### src/rtl/cv32e40p_pkg.sv
// Shared ALU-selection types: operator encodings, op-class constants, class decoder and FSM states.
package cv32e40p_pkg;

    localparam int unsigned ALU_OP_WIDTH = 7;
    localparam int unsigned N_ALU        = 4;
    localparam int unsigned N_CLASS      = 9;

    localparam logic [ALU_OP_WIDTH-1:0] ALU_ADD   = 7'b0011000;
    localparam logic [ALU_OP_WIDTH-1:0] ALU_SUB   = 7'b0011001;
    localparam logic [ALU_OP_WIDTH-1:0] ALU_SRA   = 7'b0100100;
    localparam logic [ALU_OP_WIDTH-1:0] ALU_SRL   = 7'b0100101;
    localparam logic [ALU_OP_WIDTH-1:0] ALU_SLL   = 7'b0100111;
    localparam logic [ALU_OP_WIDTH-1:0] ALU_XOR   = 7'b0101111;
    localparam logic [ALU_OP_WIDTH-1:0] ALU_OR    = 7'b0101110;
    localparam logic [ALU_OP_WIDTH-1:0] ALU_AND   = 7'b0010101;
    localparam logic [ALU_OP_WIDTH-1:0] ALU_BEXT  = 7'b0101000;
    localparam logic [ALU_OP_WIDTH-1:0] ALU_BCLR  = 7'b0101011;
    localparam logic [ALU_OP_WIDTH-1:0] ALU_BSET  = 7'b0101100;
    localparam logic [ALU_OP_WIDTH-1:0] ALU_FF1   = 7'b0110110;
    localparam logic [ALU_OP_WIDTH-1:0] ALU_CNT   = 7'b0110100;
    localparam logic [ALU_OP_WIDTH-1:0] ALU_SHUF  = 7'b0111010;
    localparam logic [ALU_OP_WIDTH-1:0] ALU_PCKLO = 7'b0111000;
    localparam logic [ALU_OP_WIDTH-1:0] ALU_LTS   = 7'b0000000;
    localparam logic [ALU_OP_WIDTH-1:0] ALU_EQ    = 7'b0001100;
    localparam logic [ALU_OP_WIDTH-1:0] ALU_SLTS  = 7'b0000010;
    localparam logic [ALU_OP_WIDTH-1:0] ALU_ABS   = 7'b0010100;
    localparam logic [ALU_OP_WIDTH-1:0] ALU_CLIP  = 7'b0010110;
    localparam logic [ALU_OP_WIDTH-1:0] ALU_MIN   = 7'b0010000;
    localparam logic [ALU_OP_WIDTH-1:0] ALU_MAX   = 7'b0010010;
    localparam logic [ALU_OP_WIDTH-1:0] ALU_DIV   = 7'b0110001;
    localparam logic [ALU_OP_WIDTH-1:0] ALU_REM   = 7'b0110011;

    localparam logic [3:0] ALU_CLASS_ADD     = 4'd0;
    localparam logic [3:0] ALU_CLASS_LOGIC   = 4'd1;
    localparam logic [3:0] ALU_CLASS_BITMAN  = 4'd2;
    localparam logic [3:0] ALU_CLASS_BITCNT  = 4'd3;
    localparam logic [3:0] ALU_CLASS_SHUFFLE = 4'd4;
    localparam logic [3:0] ALU_CLASS_CMP     = 4'd5;
    localparam logic [3:0] ALU_CLASS_ABSCLIP = 4'd6;
    localparam logic [3:0] ALU_CLASS_MINMAX  = 4'd7;
    localparam logic [3:0] ALU_CLASS_DIV     = 4'd8;
    localparam logic [3:0] ALU_CLASS_NONE    = 4'd9;

    typedef enum logic {
        ALU_SEL_RUN,
        ALU_SEL_RECONF
    } alu_sel_state_e;

    function automatic logic [3:0] alu_op_class(input logic [ALU_OP_WIDTH-1:0] op);
        case (op)
            ALU_ADD, ALU_SUB, ALU_SRA, ALU_SRL, ALU_SLL: return ALU_CLASS_ADD;
            ALU_XOR, ALU_OR, ALU_AND:                    return ALU_CLASS_LOGIC;
            ALU_BEXT, ALU_BCLR, ALU_BSET:                return ALU_CLASS_BITMAN;
            ALU_FF1, ALU_CNT:                            return ALU_CLASS_BITCNT;
            ALU_SHUF, ALU_PCKLO:                         return ALU_CLASS_SHUFFLE;
            ALU_LTS, ALU_EQ, ALU_SLTS:                   return ALU_CLASS_CMP;
            ALU_ABS, ALU_CLIP:                           return ALU_CLASS_ABSCLIP;
            ALU_MIN, ALU_MAX:                            return ALU_CLASS_MINMAX;
            ALU_DIV, ALU_REM:                            return ALU_CLASS_DIV;
            default:                                     return ALU_CLASS_NONE;
        endcase
    endfunction

endpackage

### src/rtl/cv32e40p_alu_sel_pick_ft.sv
// Picks the lowest three healthy ALUs and the matching voter input selects.
module cv32e40p_alu_sel_pick_ft
    import cv32e40p_pkg::*;
(
    input  logic [3:0]      healthy_i,
    output logic [3:0]      mask_o,
    output logic [2:0][1:0] vote_sel_o,
    output logic [2:0]      n_healthy_o
);

    logic [1:0] n_sel;

    always_comb begin
        mask_o      = '0;
        vote_sel_o  = '0;
        n_healthy_o = '0;
        n_sel       = '0;
        for (int i = 0; i < N_ALU; i++) begin
            if (healthy_i[i]) begin
                n_healthy_o = n_healthy_o + 3'd1;
                if (n_sel != 2'd3) begin
                    mask_o[i]         = 1'b1;
                    vote_sel_o[n_sel] = 2'(i);
                    n_sel             = n_sel + 2'd1;
                end
            end
        end
        // Pad the unused voter inputs so a DMR pair still disagrees visibly.
        case (n_sel)
            2'd2: vote_sel_o[2] = vote_sel_o[0];
            2'd1: begin
                vote_sel_o[1] = vote_sel_o[0];
                vote_sel_o[2] = vote_sel_o[0];
            end
            default: ;
        endcase
    end

endmodule

### src/rtl/cv32e40p_alu_sel_ft.sv
// Fault-tolerant ALU selection at ID/EX; rebuilds the per-class table on fault-map changes.
// Optional spare rotation among fully healthy classes: CV32E40P_ALU_SEL_SPARE_ROTATE_EN.
module cv32e40p_alu_sel_ft
    import cv32e40p_pkg::*;
#(
    parameter int unsigned ROTATE_PERIOD = 256
) (
    input  logic                                clk,
    input  logic                                rst_n,
    input  logic                                id_valid_i,
    input  logic                                ex_ready_i,
    input  logic [ALU_OP_WIDTH-1:0]             alu_operator_i,
    input  logic [N_ALU-1:0][N_CLASS-1:0]       permanent_faulty_alu_i,
    output logic [3:0]                          alu_enable_o,
    output logic [2:0][1:0]                     vote_sel_o,
    output logic [3:0]                          clock_en_o,
    output logic                                reconf_stall_o,
    output logic                                degraded_o,
    output logic                                fatal_o
);

    if (ROTATE_PERIOD < 1) begin : g_bad_period
        $error("ROTATE_PERIOD must be at least 1");
    end

    alu_sel_state_e                state_q, state_d;
    logic [3:0]                    idx_q, idx_d;
    logic [N_ALU-1:0][N_CLASS-1:0] snap_q, snap_d;
    logic [N_CLASS-1:0][3:0]       mask_q, mask_d;
    logic [N_CLASS-1:0]            degr_q, degr_d;
    logic [N_CLASS-1:0]            fatal_q, fatal_d;
    logic [3:0]                    en_q, en_d;
    logic [3:0]                    clk_en_q, clk_en_d;
    logic [2:0][1:0]               vote_q, vote_d;
    logic                          stall_q, stall_d;

    logic                          map_changed, accept, cls_valid;
    logic [3:0]                    op_cls, cls_sel;
    logic [3:0]                    scan_healthy, scan_mask, eff_mask, iss_mask;
    logic [2:0]                    scan_n, iss_n;
    logic [2:0][1:0]               iss_vote;

    assign map_changed = (permanent_faulty_alu_i != snap_q);
    assign accept      = id_valid_i & ex_ready_i & (state_q == ALU_SEL_RUN) & ~map_changed;
    assign op_cls      = alu_op_class(alu_operator_i);
    assign cls_valid   = (op_cls != ALU_CLASS_NONE);
    assign cls_sel     = cls_valid ? op_cls : 4'd0;

    always_comb begin
        for (int a = 0; a < N_ALU; a++) begin
            scan_healthy[a] = ~snap_q[a][idx_q];
        end
    end

    cv32e40p_alu_sel_pick_ft u_scan_pick (
        .healthy_i   (scan_healthy),
        .mask_o      (scan_mask),
        .vote_sel_o  (),
        .n_healthy_o (scan_n)
    );

`ifdef CV32E40P_ALU_SEL_SPARE_ROTATE_EN
    localparam int unsigned CNT_W = (ROTATE_PERIOD > 1) ? $clog2(ROTATE_PERIOD) : 1;

    logic [CNT_W-1:0] op_cnt_q, op_cnt_d;
    logic [1:0]       rot_ptr_q, rot_ptr_d;
    logic [3:0]       cls_flags;

    always_comb begin
        for (int a = 0; a < N_ALU; a++) begin
            cls_flags[a] = snap_q[a][cls_sel];
        end
        eff_mask = (cls_flags == 4'b0000) ? ~(4'b0001 << rot_ptr_q) : mask_q[cls_sel];
        op_cnt_d  = op_cnt_q;
        rot_ptr_d = rot_ptr_q;
        if (accept) begin
            if (op_cnt_q == CNT_W'(ROTATE_PERIOD - 1)) begin
                op_cnt_d  = '0;
                rot_ptr_d = rot_ptr_q + 2'd1;
            end else begin
                op_cnt_d = op_cnt_q + 1'b1;
            end
        end
    end

    always_ff @(posedge clk or negedge rst_n) begin
        if (!rst_n) begin
            op_cnt_q  <= '0;
            rot_ptr_q <= 2'd3;
        end else begin
            op_cnt_q  <= op_cnt_d;
            rot_ptr_q <= rot_ptr_d;
        end
    end
`else
    assign eff_mask = mask_q[cls_sel];
`endif

    cv32e40p_alu_sel_pick_ft u_issue_pick (
        .healthy_i   (eff_mask),
        .mask_o      (iss_mask),
        .vote_sel_o  (iss_vote),
        .n_healthy_o (iss_n)
    );

    always_comb begin
        state_d = state_q;
        idx_d   = idx_q;
        snap_d  = snap_q;
        mask_d  = mask_q;
        degr_d  = degr_q;
        fatal_d = fatal_q;
        case (state_q)
            ALU_SEL_RUN: begin
                if (map_changed) begin
                    snap_d  = permanent_faulty_alu_i;
                    idx_d   = '0;
                    state_d = ALU_SEL_RECONF;
                end
            end
            ALU_SEL_RECONF: begin
                // A new map mid-scan invalidates everything scanned so far.
                if (map_changed) begin
                    snap_d = permanent_faulty_alu_i;
                    idx_d  = '0;
                end else begin
                    mask_d[idx_q]  = scan_mask;
                    degr_d[idx_q]  = (scan_n == 3'd2);
                    fatal_d[idx_q] = (scan_n < 3'd2);
                    if (idx_q == 4'(N_CLASS - 1)) begin
                        idx_d   = '0;
                        state_d = ALU_SEL_RUN;
                    end else begin
                        idx_d = idx_q + 4'd1;
                    end
                end
            end
            default: state_d = ALU_SEL_RUN;
        endcase
        stall_d = (state_d == ALU_SEL_RECONF);
    end

    always_comb begin
        en_d     = en_q;
        clk_en_d = clk_en_q;
        vote_d   = vote_q;
        if (ex_ready_i) begin
            if (accept && !cls_valid) begin
                en_d     = 4'b0001;
                clk_en_d = 4'b0000;
                vote_d   = '0;
            end else if (accept) begin
                en_d     = (iss_n == 3'd0) ? 4'b0000 : iss_mask;
                clk_en_d = (iss_n == 3'd0) ? 4'b0000 : iss_mask;
                vote_d   = iss_vote;
            end else begin
                en_d     = 4'b0000;
                clk_en_d = 4'b0000;
            end
        end
    end

    always_ff @(posedge clk or negedge rst_n) begin
        if (!rst_n) begin
            state_q  <= ALU_SEL_RUN;
            idx_q    <= '0;
            snap_q   <= '0;
            mask_q   <= {N_CLASS{4'b0111}};
            degr_q   <= '0;
            fatal_q  <= '0;
            en_q     <= '0;
            clk_en_q <= '0;
            vote_q   <= {2'd2, 2'd1, 2'd0};
            stall_q  <= 1'b0;
        end else begin
            state_q  <= state_d;
            idx_q    <= idx_d;
            snap_q   <= snap_d;
            mask_q   <= mask_d;
            degr_q   <= degr_d;
            fatal_q  <= fatal_d;
            en_q     <= en_d;
            clk_en_q <= clk_en_d;
            vote_q   <= vote_d;
            stall_q  <= stall_d;
        end
    end

    assign alu_enable_o   = en_q;
    assign clock_en_o     = clk_en_q;
    assign vote_sel_o     = vote_q;
    assign reconf_stall_o = stall_q;
    assign degraded_o     = |degr_q;
    assign fatal_o        = |fatal_q;

endmodule
### config.mk
export PLATFORM = sky130hd
export DESIGN_NAME = cv32e40p_alu_sel_ft
export DESIGN_NICKNAME = d
export VERILOG_FILES = /design/src/rtl/cv32e40p_pkg.sv /design/src/rtl/cv32e40p_alu_sel_pick_ft.sv /design/src/rtl/cv32e40p_alu_sel_ft.sv
export SDC_FILE = /design/constraint.sdc
export NUM_CORES = 1
export LEC_CHECK = 0
export CORE_MARGIN = 3
export CORE_UTILIZATION = 50
export DETAILED_ROUTE_END_ITERATION = 8
export HOLD_SLACK_MARGIN = 0.1
export PLACE_DENSITY = 0.87
export RECOVER_POWER = 100
export SYNTH_ARGS = -nofsm -noshare
export SYNTH_HDL_FRONTEND = slang
export SYNTH_SLANG_ARGS = --single-unit
### constraint.sdc
create_clock -name clk -period 4 [get_ports clk]
set_clock_uncertainty 0.1 [all_clocks]
set_input_delay 0.8 -clock clk [delete_from_list [all_inputs] [get_ports clk]]
set_output_delay 0.8 -clock clk [all_outputs]
set_load 0.02 [all_outputs]
==> impl_metrics.csv <==
group,metric,value,unit
status,status,"finished with violations",
status,violations,"max-capacitance violations, max-slew violations, negative setup slack",
pwr,ir_drop,0.000327,V
sta,worst_slack,-0.371,ns
setup_path,setup.worst_path.end_class,"register",
floorplan,rows,39,
logic_synthesis,yosysWarnings,0,
cts,clkTransAtPathRegs,0.07,ns
drt,drc,0,
setup_path,cp_max_fo,8,
cts,clockRootBuffer,"clkbuf_16",
finish,drive_above_1_share,31.5,%
pwr,powerDensity,338,nW/um^2
finish,final_nets,805,
logic_synthesis,synth-seq-cells,106,
drt,drt_wl_total,19.0,mm
placement,dp.final_hpwl,11.4,mm
drt,drt_iter0_drc,560,
setup_path,cp_top_family,"compound AO/OA/AOI/OAI gates",
setup_path,cp.arrival,4.49,ns
floorplan,die-area,13200,um^2
logic_synthesis,synth_edf_count,0,
finish,layoutNonFillerInstCount,887,
pwr,p_sw,0.729,mW
finish,final_area,8070,um^2
logic_synthesis,synth.net_count,697,
sta,slew_violations,68,
grt,overflow,0,
pwr,swShare,26.7,%
drt,vias,5614,
setup_path,crit_buf_inv,5,
placement,dpl-instance-area,7190,um^2
setup_path,critPathSlowestCell,"or3_4",
cts,cts.sinks,106,
setup_path,cp-start-kind,"input port",
cts,cts_inserted_buffers,9,
cts,cts_tree,"yes",
pwr,seqPwrFrac,40.6,%
logic_synthesis,yosys.area.top_type,"dfrtp_1",
floorplan,chipHeight,115,um
logic_synthesis,synth_area_leaders,"dfrtp_1 (33%), dfstp_2 (13%), nand2_1 (6.3%)",
cts,cts.path.max_buffers,2,
drt,vias_per_cell,6.33,
setup_path,slowest_delay,0.40,ns
logic_synthesis,synthFlopType,"dfrtp_1",
grt,grt_max_degree,68,
sta,finalCriticalPeriod,4.37,ns
sta,post-route-period-util,109,%
sta,maxSlewHeadroom,-8.46,%
logic_synthesis,synthesis.area,5920,um^2
job,cap_violations,1,
logic_synthesis,ys_types,74,
setup_path,setup.worst_path.class,"in2reg",
finish,n_antenna_cell,0,
floorplan,boundaryPins,64,
setup_path,cp.required,4.12,ns
sta,rsz0062_at_grt,"yes",
sta,fmaxAchievable,229,MHz
finish,area_delta_synth_final,36.4,%
floorplan,core,11500,um^2
placement,dp_cells,854,
grt,grt_usage,27.9,%
sta,tightest_slew,1.63,ns
cts,htreeDepth,3,
placement,port_buffers,63,
pwr,combPwrFrac,22.1,%
logic_synthesis,ys_top_cells_by_count,"nand2_1 (99), dfrtp_1 (77), o21ai_0 (73), clkbuf_1 (55), xnor2_1 (31)",
pwr,p_int,2.00,mW
grt,antenna_found_initial,0,
pwr,p_clk_share,37.3,%
grt,grt_first_pass_wirelength,28.9,mm
drt,drt_first_pass_iters,6,
logic_synthesis,synth-async-reset-ratio,100,%
floorplan,die_w,115,um
logic_synthesis,avgSynthCellArea,9.38,um^2
logic_synthesis,syn_inst,631,
floorplan,initial_utilization,51.4,%
finish,final_util,70.1,%
placement,dp_worst_setup_slack,-1.20,ns
logic_synthesis,synth-seq-area-share,45.4,%
drt,wire_per_inst,21.4,um
pwr,leakagePower,3.31,nW
sta,setup_viol_count_final,9,
grt,grt_pass1_vias,5731,
setup_path,path_cells,"buf_8 > xor2_1 > o311a_4 > buf_4 > a211o_1 > or3_4 > o311ai_4 > nor3_2 > a21oi_2 > inv_2 > ha_4 > inv_8 > xnor2_4 > ha_4 > inv_2 > nor3_4 > xor2_2 > a31o_2 > o22ai_1",
logic_synthesis,synth_top_area_share,32.6,%
worst_hold_path,worstHoldPathType,"reg2reg",
placement,gp_congestion,0.968,
sta,hold_viol_final,0,
drt,antenna_left,0,
cts,clock_latency,0.35,ns
logic_synthesis,synth_most_common_cell,"nand2_1",
## path summary, 6_finish.rpt
check / cells after the start / startpoint / slack, ns / to
worst max-delay path: 19 / alu_operator_i[4] / -0.37 / alu_enable_o[3]
worst min-delay path: 2 / mask_q[30] / 0.38 / mask_q[30]
worst max register to register: 12 / idx_q[0] / 0.25 / degr_q[6]
worst min register to register: 2 / mask_q[30] / 0.38 / mask_q[30]
max in group asynchronous: 2 / rst_n / 1.24 / snap_q[22]
min in group asynchronous: 1 / rst_n / 0.76 / vote_sel_o[0]
## cells in the final DEF, fill, tap and decap left out, drive strengths merged, types with 3 or more instances in the layout
cell           instances
or3                    6
dfrtp                 77
o22ai                  4
o211ai                 4
a21o                   3
o311ai                 5
o31ai                  5
buf                  102
mux2i                  8
nand3                 16
nor2                  28
nor3b                  4
inv                   22
nor2b                  4
dfstp                 29
nand4                 12
clkdlybuf4s50          3
nor3                  12
xor2                  11
ha                    19
nand2                 99
xnor2                 31
or3b                   4
a22oi                  5
dlygate4sd3           53
o21ai                 76
nand2b                 7
mux2                   6
a311oi                 3
clkbuf                16
or2                    5
mux4                   5
nor4                   6
a21oi                 18
## per-layer routing
metal | routed length, um | vias up | global-route usage, %
met5 | 0 | - | 0
met4 | 1020 | 0 | 16.5
met3 | 1550 | 115 | 6.05
met2 | 9580 | 373 | 47.3
met1 | 6820 | 2711 | 32.5
li1 | - | 2415 | -
## final cells by class
class | count | area, um^2
flip-flops and latches | 106 | 2690
fillers | 727 | 3450
clock buffers | 11 | 264
clock inverters | 5 | 91.3
well taps | 143 | 179
multi-input cells | 439 | 3300
repair buffers | 163 | 1450
inverters | 20 | 92.6
## metrics by stage
| step | TNS (ns) | hold slack [ns] | power [mW] |
|---|---|---|---|
| after detailed placement | -11.66 | 0.369 | 1.59 |
| after floorplan | -3.99 | 0.342 | 1.38 |
| after global routing | -4.44 | 0.403 | 2.80 |
| after CTS | -1.32 | 0.384 | 2.68 |
| final | -2.99 | 0.382 | 2.73 |
| after global placement | -10.15 | 0.360 | 1.58 |
## repair_timing
action                                  CTS  global route
endpoints found under the setup margin   11            19
buffers inserted                         17             4
hold buffers                              0             0
gates resized for setup                  93            30
pin swaps                                25             9
## state kept, by name, indices dropped and copies added, names as in the netlist
register        cells
vote_sel_o          6
fatal_q             9
alu_enable_o        4
mask_q             36
degr_q              9
clock_en_o          1
idx_q               4
reconf_stall_o      1
snap_q             36
## worst reg2reg max path: cells and delay by family, from the launching register on
family                   cells  cell delay (ns)
XOR/XNOR                     1             0.20
AO/OA/AOI/OAI                5             1.12
buffers and inverters        2             0.24
adder cells (fa/ha/maj)      2             0.69
AND/OR/NAND/NOR              2             0.79
flip-flops                   1             0.53
## power groups by stage
stage          Sequential (mW)  Clock [mW]  Combinational [mW]
3_5_place_dp              1.13           0               0.466
5_1_grt                   1.11        1.06               0.633
4_1_cts                   1.11        1.02               0.549
3_3_place_gp              1.12           0               0.453
6_report                  1.11        1.02               0.602
2_1_floorplan             1.12           0               0.260
## kinds of logic (layout without fill, tap and decap cells)
kind of cell	count (synthesis)	in the layout	synth area share, %
multiplexers	19	19	4.46
XOR/XNOR	42	42	6.22
AO/OA/AOI/OAI	151	151	17.2
adder cells (fa/ha/maj)	19	19	4.02
AND/OR/NAND/NOR	208	208	16.6
buffers and inverters	86	199	6.09
flip-flops	106	106	45.4
(Power assumes the default switching activity.)
